## src/rtl/mc_ctrl_pkg.sv

```systemverilog
// Shared encodings for the multicycle main control FSM.
package mc_ctrl_pkg;

  typedef enum logic [3:0] {
    FETCH    = 4'd0,
    DECODE   = 4'd1,
    MEMADR   = 4'd2,
    MEMREAD  = 4'd3,
    MEMWB    = 4'd4,
    MEMWRITE = 4'd5,
    EXECR    = 4'd6,
    EXECI    = 4'd7,
    ALUWB    = 4'd8,
    BEQ      = 4'd9,
    JAL      = 4'd10
  } mc_state_t;

  localparam logic [6:0] OP_LOAD  = 7'b0000011;
  localparam logic [6:0] OP_STORE = 7'b0100011;
  localparam logic [6:0] OP_RTYPE = 7'b0110011;
  localparam logic [6:0] OP_ITYPE = 7'b0010011;
  localparam logic [6:0] OP_BEQ   = 7'b1100011;
  localparam logic [6:0] OP_JAL   = 7'b1101111;

  localparam logic [1:0] SRCA_PC    = 2'b00;
  localparam logic [1:0] SRCA_OLDPC = 2'b01;
  localparam logic [1:0] SRCA_RS1   = 2'b10;

  localparam logic [1:0] SRCB_RS2   = 2'b00;
  localparam logic [1:0] SRCB_IMM   = 2'b01;
  localparam logic [1:0] SRCB_FOUR  = 2'b10;

  localparam logic [1:0] ALUOP_ADD   = 2'b00;
  localparam logic [1:0] ALUOP_SUB   = 2'b01;
  localparam logic [1:0] ALUOP_FUNCT = 2'b10;

  localparam logic [1:0] RES_ALUOUT  = 2'b00;
  localparam logic [1:0] RES_MEMDATA = 2'b01;
  localparam logic [1:0] RES_ALU     = 2'b10;

endpackage

```

## src/rtl/mc_ctrl_decode.sv

```systemverilog
// Per-state control word. Only FETCH looks at mem_ready, so its strobes
// fire in the completion cycle and nowhere else.
module mc_ctrl_decode
  import mc_ctrl_pkg::*;
(
  input  mc_state_t  state,
  input  logic       mem_ready,
  output logic       mem_req,
  output logic       mem_write,
  output logic       adr_src,
  output logic       ir_write,
  output logic       pc_update,
  output logic       branch,
  output logic       reg_write,
  output logic [1:0] alu_src_a,
  output logic [1:0] alu_src_b,
  output logic [1:0] aluop,
  output logic       funct7_en,
  output logic [1:0] result_src
);

  // Moore outputs per state, with the FETCH strobes qualified by mem_ready
  always_comb begin
    mem_req    = 1'b0;
    mem_write  = 1'b0;
    adr_src    = 1'b0;
    ir_write   = 1'b0;
    pc_update  = 1'b0;
    branch     = 1'b0;
    reg_write  = 1'b0;
    alu_src_a  = SRCA_PC;
    alu_src_b  = SRCB_RS2;
    aluop      = ALUOP_ADD;
    funct7_en  = 1'b0;
    result_src = RES_ALUOUT;
    unique case (state)
      FETCH: begin
        mem_req    = 1'b1;
        alu_src_a  = SRCA_PC;
        alu_src_b  = SRCB_FOUR;
        aluop      = ALUOP_ADD;
        result_src = RES_ALU;
        ir_write   = mem_ready;
        pc_update  = mem_ready;
      end
      DECODE: begin
        alu_src_a = SRCA_OLDPC;
        alu_src_b = SRCB_IMM;
      end
      MEMADR: begin
        alu_src_a = SRCA_RS1;
        alu_src_b = SRCB_IMM;
      end
      MEMREAD: begin
        mem_req = 1'b1;
        adr_src = 1'b1;
      end
      MEMWB: begin
        result_src = RES_MEMDATA;
        reg_write  = 1'b1;
      end
      MEMWRITE: begin
        mem_req   = 1'b1;
        mem_write = 1'b1;
        adr_src   = 1'b1;
      end
      EXECR: begin
        alu_src_a = SRCA_RS1;
        alu_src_b = SRCB_RS2;
        aluop     = ALUOP_FUNCT;
        funct7_en = 1'b1;
      end
      EXECI: begin
        alu_src_a = SRCA_RS1;
        alu_src_b = SRCB_IMM;
        aluop     = ALUOP_FUNCT;
      end
      ALUWB: begin
        reg_write = 1'b1;
      end
      BEQ: begin
        alu_src_a = SRCA_RS1;
        alu_src_b = SRCB_RS2;
        aluop     = ALUOP_SUB;
        branch    = 1'b1;
      end
      JAL: begin
        alu_src_a = SRCA_OLDPC;
        alu_src_b = SRCB_FOUR;
        pc_update = 1'b1;
      end
      default: begin
      end
    endcase
  end

endmodule

```

## src/rtl/mc_ctrl.sv

```systemverilog
// Multicycle main control FSM: state register, next-state logic, PC write term.
//
// state    | meaning
// FETCH    | read instruction at PC, PC+4 computed; wait for mem_ready
// DECODE   | branch target into ALUOut, dispatch on opcode
// MEMADR   | rs1 + imm into ALUOut
// MEMREAD  | load read at ALUOut; wait for mem_ready
// MEMWB    | write memory data register to rd
// MEMWRITE | store at ALUOut; wait for mem_ready
// EXECR    | register-register ALU op
// EXECI    | register-immediate ALU op
// ALUWB    | write ALUOut to rd
// BEQ      | compare rs1/rs2, load PC from ALUOut when equal
// JAL      | PC from ALUOut, OldPC+4 computed for the link write
module mc_ctrl
  import mc_ctrl_pkg::*;
(
  input  logic       clk,
  input  logic       rst,
  input  logic [6:0] opcode,
  input  logic       zero,
  input  logic       mem_ready,
  output logic       mem_req,
  output logic       mem_write,
  output logic       adr_src,
  output logic       ir_write,
  output logic       pc_write,
  output logic       reg_write,
  output logic [1:0] alu_src_a,
  output logic [1:0] alu_src_b,
  output logic [1:0] aluop,
  output logic       funct7_en,
  output logic [1:0] result_src,
  output logic       illegal,
  output logic [3:0] state_dbg
);

  mc_state_t  state_q, state_n;
  logic       illegal_n;

  logic       d_mem_req, d_mem_write, d_adr_src, d_ir_write;
  logic       d_pc_update, d_branch, d_reg_write, d_funct7_en;
  logic [1:0] d_alu_src_a, d_alu_src_b, d_aluop, d_result_src;

  mc_ctrl_decode u_decode (
    .state      (state_q),
    .mem_ready  (mem_ready),
    .mem_req    (d_mem_req),
    .mem_write  (d_mem_write),
    .adr_src    (d_adr_src),
    .ir_write   (d_ir_write),
    .pc_update  (d_pc_update),
    .branch     (d_branch),
    .reg_write  (d_reg_write),
    .alu_src_a  (d_alu_src_a),
    .alu_src_b  (d_alu_src_b),
    .aluop      (d_aluop),
    .funct7_en  (d_funct7_en),
    .result_src (d_result_src)
  );

  // State register; synchronous reset always lands in FETCH
  always_ff @(posedge clk) begin
    if (rst) state_q <= FETCH;
    else     state_q <= state_n;
  end

  // Next state; memory states hold until mem_ready, unknown opcodes flag illegal
  always_comb begin
    state_n   = state_q;
    illegal_n = 1'b0;
    unique case (state_q)
      FETCH:    if (mem_ready) state_n = DECODE;
      DECODE: begin
        unique case (opcode)
          OP_LOAD, OP_STORE: state_n = MEMADR;
          OP_RTYPE:          state_n = EXECR;
          OP_ITYPE:          state_n = EXECI;
          OP_BEQ:            state_n = BEQ;
          OP_JAL:            state_n = JAL;
          default: begin
            state_n   = FETCH;
            illegal_n = 1'b1;
          end
        endcase
      end
      MEMADR:   state_n = (opcode == OP_LOAD) ? MEMREAD : MEMWRITE;
      MEMREAD:  if (mem_ready) state_n = MEMWB;
      MEMWB:    state_n = FETCH;
      MEMWRITE: if (mem_ready) state_n = FETCH;
      EXECR:    state_n = ALUWB;
      EXECI:    state_n = ALUWB;
      ALUWB:    state_n = FETCH;
      BEQ:      state_n = FETCH;
      JAL:      state_n = ALUWB;
      default:  state_n = FETCH;
    endcase
  end

  // Outputs forced quiet for the whole time rst is high, even before the
  // reset edge has moved the state register back to FETCH
  always_comb begin
    mem_req    = d_mem_req    & ~rst;
    mem_write  = d_mem_write  & ~rst;
    adr_src    = d_adr_src    & ~rst;
    ir_write   = d_ir_write   & ~rst;
    pc_write   = (d_pc_update | (d_branch & zero)) & ~rst;
    reg_write  = d_reg_write  & ~rst;
    alu_src_a  = rst ? 2'b00 : d_alu_src_a;
    alu_src_b  = rst ? 2'b00 : d_alu_src_b;
    aluop      = rst ? 2'b00 : d_aluop;
    funct7_en  = d_funct7_en  & ~rst;
    result_src = rst ? 2'b00 : d_result_src;
    illegal    = illegal_n    & ~rst;
    state_dbg  = rst ? 4'd0 : state_q;
  end

endmodule

```

## config.mk

```make
export PLATFORM = sky130hd
export DESIGN_NAME = mc_ctrl
export DESIGN_NICKNAME = d
export VERILOG_FILES = /design/src/rtl/mc_ctrl_pkg.sv /design/src/rtl/mc_ctrl_decode.sv /design/src/rtl/mc_ctrl.sv
export SDC_FILE = /design/constraint.sdc
export NUM_CORES = 1
export LEC_CHECK = 0
export BUFFER_PORTS_ARGS = -buffer_cell sky130_fd_sc_hd__buf_4
export CORE_MARGIN = 10
export CORE_UTILIZATION = 40
export DETAILED_ROUTE_END_ITERATION = 7
export PLACE_DENSITY_LB_ADDON = 0.05
export SYNTH_ARGS = -nofsm -noshare
export SYNTH_HDL_FRONTEND = slang
export SYNTH_SLANG_ARGS = --single-unit
```

## constraint.sdc

```tcl
create_clock -name clk -period 3.1 [get_ports clk]
set_input_delay 0.31 -clock clk [delete_from_list [all_inputs] [get_ports clk]]
set_output_delay 0.31 -clock clk [all_outputs]
set_load 0.01 [all_outputs]
```

==> flow_summary_export.csv, run 1 <==
group,metric,value,unit
outcome,status,"finished clean",
synthesis,yosysSeqAreaShare,13.3,%
layout,area_delta_synth_final,38.9,%
synthesis,yosysTopAreaCell,"dfxtp_1",
clocking,cts_root_buf,"clkbuf_4",
grt,grt_pass1_vias,742,
timing,final_max_slew_viol_count,0,
critical_path,rr_worst_depth,4,
worst_hold_path,min_from,"rst",
place,place_inst,130,
power_and_ir_drop,cellPowerDensity,217,nW/um^2
grt,grt_max_degree,25,
drt,drtIter0Drc,30,
synthesis,ys_types,34,
layout,regArea,80.1,um^2
synthesis,synth_top_area_share,13.3,%
layout,regMostFlops,"state_q",
critical_path,worstSetupPathType,"flip-flop to primary output",
timing,setup_tns,0,ns
grt,busiest_layer,"met2",
critical_path,setup.worst_path.start_class,"flip-flop",
place,hpwlAfterDp,1570,um
grt,grt_use_met3,3.00,%
synthesis,synth_edf_count,0,
timing,relSlewSlack,54.9,%
timing,rsz0062_at_grt,"no",
synthesis,synth_fp_nets,104,
grt,overflow,0,
grt,use_met2,19.2,%
critical_path,endpoint,"alu_src_a[1]",
die,die_h,58.9,um
clocking,postCtsResizedCells,0,
layout,largest_reg_flops,4,
clocking,insertion_delay,0.23,ns
critical_path,regToRegStartpoint,"state_q[1]",
grt,grt.met1_usage,13.3,%
timing,min_period_over_period,76.9,%
timing,hold_violations,0,
layout,layout.nets,131,
clocking,cts.reportedPaths.clkPinSlew,0.04,ns
power_and_ir_drop,p_int,0.000125,W
critical_path,worstPathCellList,"inv_1 > or4b_2 > a21oi_1 > buf_4",
timing,final.setup_skew,0.00461,ns
synthesis,synthTopCellsByArea,"dfxtp_1, a21oi_1, o21ai_0",
die,start_util,44.2,%
synthesis,synth_area,604,um^2
drt,drt_wl_total,2040,um
timing,finalSetupViolations,0,
critical_path,cpLargestDelayFamily,"simple AND/OR/NAND/NOR gates",
synthesis,syn_area_per_cell,6.50,um^2
critical_path,path_depth,4,
power_and_ir_drop,pwr-share-seq,31.7,%
power_and_ir_drop,combPwrFrac,32.8,%
power_and_ir_drop,power_switching,0.0000576,W
layout,diodes,0,
layout,drive_above_1_share,30.5,%
timing,worst_pin_slew,0.676,ns
place,io_buffers,30,
drt,drt-wirelength-per-cell,15.3,um
critical_path,cp.arrival,2.07,ns
worst_hold_path,hp-class,"primary input to flip-flop",
timing,period_minus_slack,2.38,ns
critical_path,critPathLaunch,"state_q[0]",
power_and_ir_drop,sw_frac_of_total,31.6,%
critical_path,required,2.79,ns
drt,dr.pass1.iters,4,
die,core-area,1370,um^2
grt,grt_antenna_before_repair,0,
run,cap_violations,0,
synthesis,ys_seq_elements,4,
layout,fillCellCount,143,
power_and_ir_drop,ir_worst_vdd,117,uV
drt,vias_per_cell,6.11,
power_and_ir_drop,leakage,0.350,nW
critical_path,max_stage_delay,0.70,ns
die,row_count,13,
layout,top_regs,"state_q: 4 flops",
timing,holdWs,0.400,ns
clocking,cts.path.max_buffers,2,
drt,vias,813,
critical_path,crit_path_end_kind,"primary output",
critical_path,cp_max_fo,16,
critical_path,cp.buffers_inverters,2,
synthesis,synth_cells,93,
timing,max_freq,420,MHz
grt,gr-usage-all-layers,11.3,%
synthesis,ys.flop_type,"dfxtp_1",
drt,drt.antenna.violating_nets,0,
clocking,postCtsSetupRepairBufs,0,
critical_path,r2r-end,"state_q[1]",
clocking,cts.sinks,4,
die,fp.dieW,58.9,um
layout,multi_input_area,485,um^2
drt,drc,0,
critical_path,crit_slowest_cell,"or4b_2",
clocking,numCtsBuffers,3,
power_and_ir_drop,pwr-share-clk,35.5,%
place,gp_congestion,0.890,
clocking,hold_buffers,0,
synthesis,async_reset_ff_share,0,%
die,io_pins,31,
layout,fin_cells,133,
clocking,htree_levels,1,
clocking,cts_tree,"done",
critical_path,reg2reg_setup_slack,1.20,ns
grt,grt_pass1_wl,3310,um
die,dieArea,3470,um^2
synthesis,ys_warn_count,0,
placed cells by master (no fill, tap or decap):
| master | n |
|---|---|
| nor4_1 | 5 |
| dfxtp_1 | 4 |
| or3_1 | 5 |
| nand2_1 | 4 |
| inv_1 | 2 |
| mux2i_1 | 1 |
| buf_4 | 30 |
| or4b_1 | 1 |
| nor4b_1 | 2 |
| o41ai_1 | 1 |
| o22a_1 | 1 |
| or2_2 | 1 |
| nand3b_1 | 1 |
| o31ai_1 | 2 |
| nor2b_1 | 5 |
| o21ai_0 | 7 |
| nor3b_1 | 2 |
| xnor2_1 | 2 |
| o2111ai_1 | 1 |
| nor2_1 | 8 |
| a21oi_1 | 8 |
| and3_1 | 1 |
| a31oi_1 | 1 |
| a2111oi_0 | 1 |
| nor3_1 | 6 |
| nand2b_1 | 5 |
| or4b_2 | 1 |
| o21ai_1 | 1 |
| a311oi_1 | 1 |
| and2_1 | 3 |
| a2111oi_2 | 1 |
| clkbuf_4 | 3 |
| nand4_1 | 1 |
cell usage after synthesis (2+ instances only):
library cell / n
a21oi_1: 8
nor2_1: 8
o21ai_0: 7
clkbuf_1: 6
nor3_1: 6
nand2b_1: 5
nor2b_1: 5
nor4_1: 5
or3_1: 5
dfxtp_1: 4
nand2_1: 4
and2_1: 3
inv_1: 2
nor3b_1: 2
nor4b_1: 2
o31ai_1: 2
xnor2_1: 2
kinds of logic (layout without fill, tap and decap cells):
family / Yosys count / count (layout) / share of synthesized area, %
buf+inv: 10 / 35 / 6.42
xor+xnor: 2 / 2 / 2.90
flops: 4 / 4 / 13.3
compound gates: 25 / 25 / 26.5
mux: 1 / 1 / 1.66
simple gates: 51 / 51 / 49.3
metrics by stage:
stage	area, um^2	util (%)	power [W]	worst slack [ns]
after detailed placement	817	59.8	0.000118	0.982
after global placement	817	59.8	0.000117	1.04
after global routing	840	61.4	0.000197	0.581
after CTS	840	61.4	0.000184	0.721
final	840	61.4	0.000182	0.717
after floorplan	604	-	0.0000869	1.35
worst reg2reg max path: cells and delay by family (launching register included):
family | cells | cell delay (ns)
simple gates | 2 | 0.62
compound gates | 2 | 0.47
flops | 1 | 0.75
how the worst min path moves through the flow:
stage	slack, ns	cells past startpoint	to
final	0.40	2	state_q[0]
after global routing	0.41	2	state_q[0]
after global placement	0.63	2	state_q[0]
after detailed placement	0.64	2	state_q[0]
after floorplan	0.52	3	state_q[1]
after CTS	0.39	2	state_q[0]
metal layers:
layer | vias up | part of all wire (%)
met1 | 385 | 42
li1 | 404 | -
met2 | 22 | 51
met5 | - | 0
met3 | 2 | 6.7
met4 | 0 | 0.34
cell type report:
cell class	instances	area share, %
Inverter	2	0.894
Sequential cell	4	9.54
Tap cell	15	2.24
Clock buffer	3	2.68
Multi-Input combinational cell	79	57.8
Timing Repair Buffer	30	26.8
power groups by stage:
| stage | clock, W | sequential (W) | combinational, W |
|---|---|---|---|
| floorplan | 0 | 0.0000551 | 0.0000318 |
| global placement | 0 | 0.0000584 | 0.0000590 |
| detailed placement | 0 | 0.0000586 | 0.0000599 |
| CTS | 0.0000667 | 0.0000578 | 0.0000600 |
| global route | 0.0000722 | 0.0000584 | 0.0000660 |
| finish | 0.0000648 | 0.0000579 | 0.0000598 |
No activity file was read; power rests on OpenSTA's default activity.
==> run 2, diff against run 1 <==
Settings changed: ABC_AREA set to 1, CORE_UTILIZATION 40 to 39.
Clock period 3.1 ns to 1.96 ns, I/O delays scaled along.
==> flow_summary_export.csv, run 2 <==
group,metric,value,unit
grt,grt_pass1_wl,3290,um
critical_path,worstSetupPathType,"flip-flop to primary output",
clocking,htree_levels,1,
run,cap_violations,0,
drt,drtIter0Drc,26,
clocking,postCtsSetupRepairBufs,0,
place,io_buffers,30,
layout,regMostFlops,"state_q",
die,start_util,42.9,%
critical_path,cp_max_fo,8,
power_and_ir_drop,pwr-share-seq,29.0,%
critical_path,setup.worst_path.start_class,"flip-flop",
clocking,hold_buffers,0,
critical_path,required,1.76,ns
drt,drt_wl_total,2000,um
synthesis,synthTopCellsByArea,"nand2_1, dfxtp_1, nor2_1",
power_and_ir_drop,pwr-share-clk,33.7,%
layout,fin_cells,154,
drt,dr.pass1.iters,4,
layout,multi_input_area,425,um^2
drt,drt.antenna.violating_nets,0,
grt,grt_pass1_vias,777,
layout,fillCellCount,142,
synthesis,synth_fp_nets,118,
critical_path,crit_path_end_kind,"primary output",
worst_hold_path,hp-class,"primary input to flip-flop",
layout,diodes,0,
layout,final_common_cell,"buf_4",
clocking,cts.sinks,4,
drt,drt-wirelength-per-cell,13.0,um
synthesis,ys_warn_count,0,
timing,max_freq,616,MHz
clocking,cts.path.max_buffers,2,
power_and_ir_drop,ir_worst_vdd,373,uV
layout,largest_reg_flops,4,
die,fp.dieW,58.5,um
synthesis,synth_cells,107,
layout,regArea,80.1,um^2
synthesis,ys.flop_type,"dfxtp_1",
power_and_ir_drop,combPwrFrac,37.3,%
grt,overflow,0,
die,io_pins,31,
synthesis,ys_types,23,
power_and_ir_drop,cellPowerDensity,357,nW/um^2
timing,relSlewSlack,81.3,%
power_and_ir_drop,leakage,0.476,nW
drt,vias,784,
synthesis,yosysTopAreaCell,"nand2_1",
layout,top_regs,"state_q: 4 flops",
worst_hold_path,hold-path-cell-count,5,
power_and_ir_drop,p_int,0.000202,W
synthesis,synth_top_area_share,18.1,%
timing,final.setup_skew,0.00291,ns
critical_path,rr_worst_depth,8,
die,row_count,13,
place,placed_cell_area,820,um^2
clocking,cts_tree,"done",
clocking,cts.reportedPaths.clkPinSlew,0.03,ns
drt,drc,0,
synthesis,yosys.cell_count.top_type,"nand2_1",
critical_path,reg2reg_setup_slack,0.71,ns
layout,drive_above_1_share,34.5,%
synthesis,ys_seq_elements,4,
layout,area_delta_synth_final,45.4,%
power_and_ir_drop,power_switching,0.0000983,W
place,hpwlAfterDp,1660,um
grt,grt_antenna_before_repair,0,
synthesis,syn_area_per_cell,5.41,um^2
synthesis,synth_common_cells,"nand2_1, nor2_1, inv_1, nand3_1, a21oi_1",
timing,min_period_over_period,82.8,%
clocking,cts_root_buf,"clkbuf_4",
timing,worst_pin_slew,0.281,ns
grt,grt_max_degree,17,
place,place_inst,151,
timing,rsz0062_at_grt,"no",
die,core-area,1350,um^2
critical_path,cp.arrival,1.43,ns
synthesis,yosysSeqAreaShare,13.8,%
timing,holdWs,0.337,ns
clocking,insertion_delay,0.24,ns
clocking,numCtsBuffers,3,
layout,layout.nets,152,
place,gp_congestion,0.902,
power_and_ir_drop,sw_frac_of_total,32.7,%
die,dieArea,3430,um^2
timing,final_max_slew_viol_count,0,
clocking,postCtsResizedCells,0,
synthesis,async_reset_ff_share,0,%
grt,gr-usage-all-layers,11.3,%
layout,final_cell_mix,"buf_4, nand2_1, nor2_1",
synthesis,synth_edf_count,0,
timing,setup_tns,0,ns
layout,fin_area,842,um^2
drt,vias_per_cell,5.09,
timing,finalSetupViolations,0,
timing,hold_violations,0,
timing,period_minus_slack,1.62,ns
outcome,status,"finished clean",
die,die_h,58.5,um
synthesis,synth_area,579,um^2
## run 2: cell types whose count changed in the layout (fill, tap and decap cells not counted), sizes merged, moves of 4 or more
cell / before / now
nor3: 6 / 2
nand2: 4 / 30
nor2b: 5 / 0
or3: 5 / 0
nand3: 0 / 10
nor4: 5 / 0
o21ai: 8 / 2
nor2: 8 / 25
inv: 2 / 18
nand2b: 5 / 0
## run 2: worst paths after layout
check                                 from          to
worst max-delay path            state_q[3]     illegal
worst min-delay path             opcode[4]  state_q[2]
worst max register to register  state_q[3]  state_q[3]
worst min register to register  state_q[0]  state_q[0]
## run 2: routing by layer
| layer | track usage (%) | wire [um] | share of wire, % |
|---|---|---|---|
| met2 | 18.8 | 946 | 47 |
| met3 | 4.72 | 222 | 11 |
| met4 | 2.68 | 8 | 0.40 |
| met5 | 0 | 0 | 0 |
| met1 | 13.1 | 821 | 41 |
## run 2: cells by family after synthesis
family | count (synthesis) | synth area share (%)
simple gates | 71 | 59.0
buf+inv | 19 | 12.7
compound gates | 13 | 14.5
flops | 4 | 13.8
## run 2: cell type report
class                      instances  area share (%)
clock buffer                       3            2.67
inverter                          18            8.32
sequential                         4            9.51
tap                               15            2.23
timing repair buffer              30            26.7
multi-input combinational         84            50.5
## run 2: critical path, stage by stage, from the launching register on
cell and delay (ns):
dfxtp_1 0.36, nor2_4 0.23, inv_4 0.09, nor2_8 0.12, nand2_1 0.09, a211oi_2 0.15
buf_4 0.15
## run 2: stage by stage
stage | power, W | utilization, % | worst slack [ns]
floorplan | 0.000151 | - | 0.763
global placement | 0.000200 | 60.7 | 0.571
detailed placement | 0.000201 | 60.7 | 0.576
CTS | 0.000303 | 62.4 | 0.324
global route | 0.000326 | 62.4 | 0.215
finish | 0.000301 | 62.4 | 0.337
## run 2: power groups by stage
stage               clock, W  combinational, W  sequential, W
finish              0.000101          0.000112      0.0000872
global route        0.000113          0.000125      0.0000875
CTS                 0.000103          0.000113      0.0000872
detailed placement         0          0.000112      0.0000884
global placement           0          0.000112      0.0000882
floorplan                  0         0.0000631      0.0000879
